[config.mk]
export PLATFORM = sky130hd
export DESIGN_NAME = serial_add_arbiter
export DESIGN_NICKNAME = d
export VERILOG_FILES = /design/src/rtl/serial_add_arbiter.sv
export SDC_FILE = /design/constraint.sdc
export NUM_CORES = 1
export LEC_CHECK = 0
export ABC_AREA = 1
export CAP_MARGIN = 0
export CORE_MARGIN = 3
export CORE_UTILIZATION = 45
export DETAILED_ROUTE_END_ITERATION = 10
export PLACE_DENSITY_LB_ADDON = 0.05
export SYNTH_ARGS = -nofsm -noshare
export SYNTH_HDL_FRONTEND = slang
export SYNTH_SLANG_ARGS = --single-unit
[constraint.sdc]
create_clock -name clk -period 1.4 [get_ports clk]
set_clock_uncertainty 0.1 [all_clocks]
set_input_delay 0.21 -clock clk [delete_from_list [all_inputs] [get_ports clk]]
set_output_delay 0.21 -clock clk [all_outputs]
set_load 0.1 [all_outputs]
[src/rtl/serial_add_arbiter.sv]
// Bit-serial adder shared between two round-robin requesters.
// One full-adder cell and one carry flop walk the operands LSB-first over WIDTH cycles.
module serial_add_arbiter #(
    parameter int WIDTH = 8
) (
    input  logic             clk,
    input  logic             rst_n,
    input  logic             req0_valid,
    output logic             req0_ready,
    input  logic [WIDTH-1:0] req0_a,
    input  logic [WIDTH-1:0] req0_b,
    input  logic             req0_cin,
    input  logic             req1_valid,
    output logic             req1_ready,
    input  logic [WIDTH-1:0] req1_a,
    input  logic [WIDTH-1:0] req1_b,
    input  logic             req1_cin,
    output logic             rsp_valid,
    input  logic             rsp_ready,
    output logic [WIDTH-1:0] rsp_sum,
    output logic             rsp_cout,
    output logic             rsp_id
);

    localparam int CW = $clog2(WIDTH);

    typedef enum logic [1:0] {
        S_IDLE,
        S_RUN,
        S_DONE
    } state_t;

    state_t           r_state;
    logic             r_prio;
    logic [WIDTH-1:0] r_a;
    logic [WIDTH-1:0] r_b;
    logic [WIDTH-1:0] r_acc;
    logic             r_carry;
    logic [CW-1:0]    r_cnt;
    logic             r_id;

    logic w_idle;
    logic w_grant0;
    logic w_grant1;
    logic w_s;
    logic w_c;
    logic w_last;

    assign w_idle   = (r_state == S_IDLE);
    assign w_grant0 = w_idle && req0_valid && (!req1_valid || !r_prio);
    assign w_grant1 = w_idle && req1_valid && (!req0_valid || r_prio);

    // Gated by rst_n so neither requester sees a grant while reset is held.
    assign req0_ready = w_grant0 & rst_n;
    assign req1_ready = w_grant1 & rst_n;

    assign w_s    = r_a[0] ^ r_b[0] ^ r_carry;
    assign w_c    = (r_a[0] & r_b[0]) | (r_carry & (r_a[0] ^ r_b[0]));
    assign w_last = (r_cnt == CW'(WIDTH - 1));

    always_ff @(posedge clk or negedge rst_n) begin
        if (!rst_n) begin
            r_state   <= S_IDLE;
            r_prio    <= 1'b0;
            r_a       <= '0;
            r_b       <= '0;
            r_acc     <= '0;
            r_carry   <= 1'b0;
            r_cnt     <= '0;
            r_id      <= 1'b0;
            rsp_valid <= 1'b0;
            rsp_sum   <= '0;
            rsp_cout  <= 1'b0;
            rsp_id    <= 1'b0;
        end else begin
            case (r_state)
                S_IDLE: begin
                    if (w_grant0 || w_grant1) begin
                        r_a     <= w_grant1 ? req1_a : req0_a;
                        r_b     <= w_grant1 ? req1_b : req0_b;
                        r_carry <= w_grant1 ? req1_cin : req0_cin;
                        r_cnt   <= '0;
                        r_id    <= w_grant1;
                        r_state <= S_RUN;
                    end
                end
                S_RUN: begin
                    r_a     <= {1'b0, r_a[WIDTH-1:1]};
                    r_b     <= {1'b0, r_b[WIDTH-1:1]};
                    r_acc   <= {w_s, r_acc[WIDTH-1:1]};
                    r_carry <= w_c;
                    r_cnt   <= r_cnt + CW'(1);
                    // Response registers only update on completion so they hold between ops.
                    if (w_last) begin
                        rsp_sum   <= {w_s, r_acc[WIDTH-1:1]};
                        rsp_cout  <= w_c;
                        rsp_id    <= r_id;
                        rsp_valid <= 1'b1;
                        r_state   <= S_DONE;
                    end
                end
                S_DONE: begin
                    if (rsp_ready) begin
                        rsp_valid <= 1'b0;
                        r_prio    <= ~rsp_id;
                        r_state   <= S_IDLE;
                    end
                end
                default: r_state <= S_IDLE;
            endcase
        end
    end

endmodule
; After elaboration in Yosys (flattened, before gate mapping)
; Index checks and enable logic that the tools add are counted.
[classes]
n_mux = 18
reduce_logical = 19
addsub = 1
n_eq_ne = 6
bitwise_logic = 8
[ops]
columns = cell, count
row1 = 2-to-1 mux 8 bit, 4
row2 = case mux 8 bit (2 select lines), 2
row3 = AND reduction 2 bit, 4
row4 = 2-to-1 mux 2 bit, 3
row5 = case mux 2 bit (3 select lines), 1
row6 = case mux 3 bit (2 select lines), 1
row7 = AND reduction 3 bit, 2
row8 = AND 1 bit, 4
row9 = logical AND 1 bit, 4
row10 = 2-to-1 mux 1 bit, 4
row11 = "!= test 2 bit, second input constant", 2
row12 = case mux 1 bit (2 select lines), 2
row13 = nonzero test 2 bit, 2
row14 = "adder 3 x 1 -> 3 bit, second input constant", 1
row15 = "equality test 3 bit, second input constant", 1
row16 = logical NOT 1 bit, 3
row17 = logical OR 1 bit, 3
row18 = 2-to-1 mux 3 bit, 1
row19 = "equality test 2 x 1 -> 1 bit, second input constant", 1
row20 = "equality test 2 bit, second input constant", 1
row21 = logical NOT 2 bit, 1
row22 = "!= test 2 x 1 -> 1 bit, second input constant", 1
row23 = XOR 1 bit, 2
row24 = NOT 1 bit, 1
row25 = OR 1 bit, 1
[totals]
in_bits = 39
out_inout_bits = 13
word_cells = 64
register_bits = 43

; Logic depth before layout (Yosys ltp)
[logic_depth]
ltp_word = 6
ltp_mapped = 9
depth_no_buf = 7

; Worst setup path before layout
; No wires, ideal clock.
[synth_timing]
kind = register to output
startpoint = register r_state[0]
endpoint = output req0_ready
setup_slack_ns = -2.040
t_arrival_ns = 3.130
path_buffers = 1
stages_incl_launch_ff = 5
cell_sequence = dfrtp_1 -> nor2_4 -> buf_2 -> nand2_1 -> a211oi_1
[synth_between]
elab_chain_cells = 4
[synth_rtl]
columns = item, line
row1 = start: declaration, 33  ; state_t r_state;
row2 = start signal: assignment, 63  ; r_state <= S_IDLE;
row3 = start signal: assignment, 84  ; r_state <= S_RUN;
row4 = start signal: assignment, 99  ; r_state <= S_DONE;
row5 = logical NOT 2 bit, 49  ; assign w_idle = (r_state == S_IDLE);
row6 = logical AND 1 bit (2 in series), 50  ; assign w_grant0 = w_idle && req0_valid && (!req1_valid || !r_prio);
row7 = AND 1 bit, 54  ; assign req0_ready = w_grant0 & rst_n;
row8 = end: declaration, 9  ; output logic req0_ready,
; No other way between the ends.

; Final worst setup path
[layout_timing]
startpoint = register r_state[1]
endpoint = output req1_ready
[layout_between]
elab_chain_cells = 4
[layout_rtl]
columns = item, line
row1 = logical NOT 2 bit, 49
row2 = logical AND 1 bit (2 in series), 51  ; assign w_grant1 = w_idle && req1_valid && (!req0_valid || r_prio);
row3 = AND 1 bit, 55  ; assign req1_ready = w_grant1 & rst_n;
row4 = end: declaration, 14  ; output logic req1_ready,
; No other way between the ends.

==> flow_metrics.env <==
export IMPL_status="finished with violations"
export IMPL_die_w_um=75.94
export IMPL_r2r_cells=9
export IMPL_maxSlewViolCount=0
export IMPL_cp_end_kind="output port"
export IMPL_dp_hpwl_um=3787
export IMPL_max_freq_ghz=0.5780
export IMPL_first_pass_iters=4
export IMPL_dpl_instance_area_um2=3103
export IMPL_crit_arrival_ns=1.42
export IMPL_drt_iter0_drc=122
export IMPL_fin_crit_ns=1.730
export IMPL_drc=0
export IMPL_tightest_slew_ns=0.5175
export IMPL_violations="setup timing"
export IMPL_final_util=0.7147
export IMPL_crit_fanout=4
export IMPL_clock_path_buffers=2
export IMPL_rsz0062_at_grt="true"
export IMPL_ios=52
export IMPL_grt_pass1_wl_um=8542
export IMPL_period_share=1.236
export IMPL_insertion_delay_ns=0.30
export IMPL_numCtsBuffers=5
export IMPL_seq_area_frac_synth=0.4775
export IMPL_clkTransAtPathRegs_ns=0.08
export IMPL_wl_per_cell_um=11.56
export IMPL_die_y_um=75.94
export IMPL_port_buffers=51
export IMPL_core_area_um2=4534
export IMPL_die_area_um2=5766
export IMPL_synth_area_per_cell_um2=7.385
export IMPL_syn_inst=298
export IMPL_htreeDepth=2
export IMPL_postRouteWirelength_um=5041
export IMPL_irDropWorstVdd_v=0.001171
export IMPL_mostFrequentLayoutCells="94 x nand2_1, 57 x inv_1, 42 x dfrtp_1"
export IMPL_power_leakage_nw=1.708
export IMPL_yosys_warnings=0
export IMPL_final_fill_count=369
export IMPL_ant_nets=0
export IMPL_slew_headroom=0.6550
export IMPL_ys_ff_latch=42
export IMPL_hold_class="register to register"
export IMPL_setup_viol=23
export IMPL_nets=412
export IMPL_grt_max_degree=43
export IMPL_syn_num_nets=340
export IMPL_cp_start_kind="register"
export IMPL_grt_overflow=0
export IMPL_maxCapViolCount=0
export IMPL_grt_total_usage=0.1804
export IMPL_hold_viol=0
export IMPL_viasPerCell=4.596
export IMPL_cts_tree="built"
export IMPL_finalWorstSetupSlack_ns=-0.3301
export IMPL_insertedDiodeCount=0
export IMPL_drive_above_1_share=0.1698
export IMPL_initial_utilization=0.4854
export IMPL_clockRootBuffer="clkbuf_8"
export IMPL_gp_congestion=0.8289
export IMPL_syn_area_um2=2201
export IMPL_yosysUniqueCellTypes=20
export IMPL_required_ns=1.09
export IMPL_min_path_cells=2
export IMPL_via_count=2004
export IMPL_antenna_found_initial=0
export IMPL_final_cell_area_um2=3241
export IMPL_area_growth_pct=47.24
export IMPL_grt_pass1_vias=1978
export IMPL_layout_commonest_cell="nand2_1"
export IMPL_power_density_nw_per_um2=2252
export IMPL_rows=24
export IMPL_clock_sinks=42
export IMPL_crit_type="register to output port"
[metrics by stage]
| step | total power, mW | setup WS, ns | hold slack [ns] | std cells | TNS (ns) |
|---|---|---|---|---|---|
| floorplan | 4.846 | -0.6064 | -0.1856 | 298 | -0.9049 |
| global placement | 6.366 | -0.2561 | 0.2651 | 425 | -5.313 |
| detailed placement | 6.460 | -0.2842 | 0.2782 | 425 | -5.539 |
| CTS | 7.320 | -0.3262 | 0.3894 | 435 | -2.508 |
| global route | 7.829 | -0.3648 | 0.4051 | 436 | -4.161 |
| finish | 7.296 | -0.3301 | 0.3856 | 436 | -2.430 |
[synth_stat cells]
library cell | count | area (µm²)
fa_1 | 1 | 20.02
nand2_1 | 98 | 367.9
o21bai_1 | 1 | 7.510
dfrtp_1 | 42 | 1051
o21ai_1 | 2 | 10.01
nor2_1 | 7 | 26.28
nand3_1 | 32 | 160.2
a211oi_1 | 1 | 7.510
a21oi_1 | 1 | 5.000
buf_2 | 6 | 30.03
nor2_4 | 1 | 11.26
o31ai_1 | 1 | 7.510
o21ai_4 | 1 | 16.27
inv_2 | 2 | 7.510
buf_4 | 3 | 22.52
ha_1 | 2 | 25.02
clkbuf_1 | 6 | 22.52
nand4_1 | 16 | 100.1
inv_1 | 58 | 217.7
o21ai_0 | 17 | 85.08
[cells by family (layout without fill, tap and decap cells)]
logic type | Yosys count | count (layout) | share of synthesized area
simple gates | 154 | 154 | 0.3024
buf+inv | 75 | 148 | 0.1364
flops | 42 | 42 | 0.4775
compound gates | 24 | 24 | 0.06311
fa+ha+maj | 3 | 3 | 0.02046
[final timing paths]
path | startpoint | to | slack (ns)
min in group asynchronous | rst_n | rsp_sum[4] | 0.47
max reg2reg | r_state[1] | r_b[2] | -0.12
max | r_state[1] | req1_ready | -0.33
min | r_a[7] | r_a[7] | 0.39
max in group asynchronous | rst_n | r_b[7] | 0.37
min reg2reg | r_a[7] | r_a[7] | 0.39
[power by group]
part	leakage (nW)	total (mW)	internal, mW	switching (mW)
Clock	0.0441	0.778	0.350	0.427
Sequential	0.524	2.18	1.79	0.393
Combinational	1.14	4.34	1.71	2.62
Total	1.71	7.30	3.85	3.44
[per-layer routing]
metal	track usage	wire length [µm]	vias up
li1	-	-	1061
met1	0.2264	2360	885
met2	0.3032	2353	52
met3	0.04384	220	6
met4	0.06522	106	0
met5	0	0	-
[what timing repair did]
action | 4_1_cts | 5_1_grt
hold buffers | 1 | 0
setup endpoints to repair | 26 | 30
gates resized for setup | 7 | 4
setup buffers | 1 | 0
gates cloned | 0 | 1
hold endpoints to repair | 42 | 0
pin swaps | 2 | 1
[flip-flops by register name, summed over array words and instances, names as in the netlist]
register / count
r_cnt: 3
rsp_id: 1
r_carry: 1
r_state: 2
r_acc: 7
rsp_sum: 8
r_id: 1
r_b: 8
rsp_valid: 1
r_prio: 1
r_a: 8
rsp_cout: 1
[critical path: stages (launching register included)]
cell     delay [ns]
dfrtp_1        0.42
nor2_4         0.21
nand3_2        0.15
nor2_4         0.16
buf_12         0.19
[final cells by class]
type | count | area [µm²] | share of cell area
timing repair buffer | 80 | 900.9 | 0.2780
tap | 65 | 81.33 | 0.02510
multi-input combinational | 181 | 892.1 | 0.2753
clock inverter | 3 | 21.27 | 0.006564
inverter | 60 | 225.2 | 0.06950
clock buffer | 5 | 68.82 | 0.02124
sequential | 42 | 1051 | 0.3243
Power figures use the tool's default switching activity.
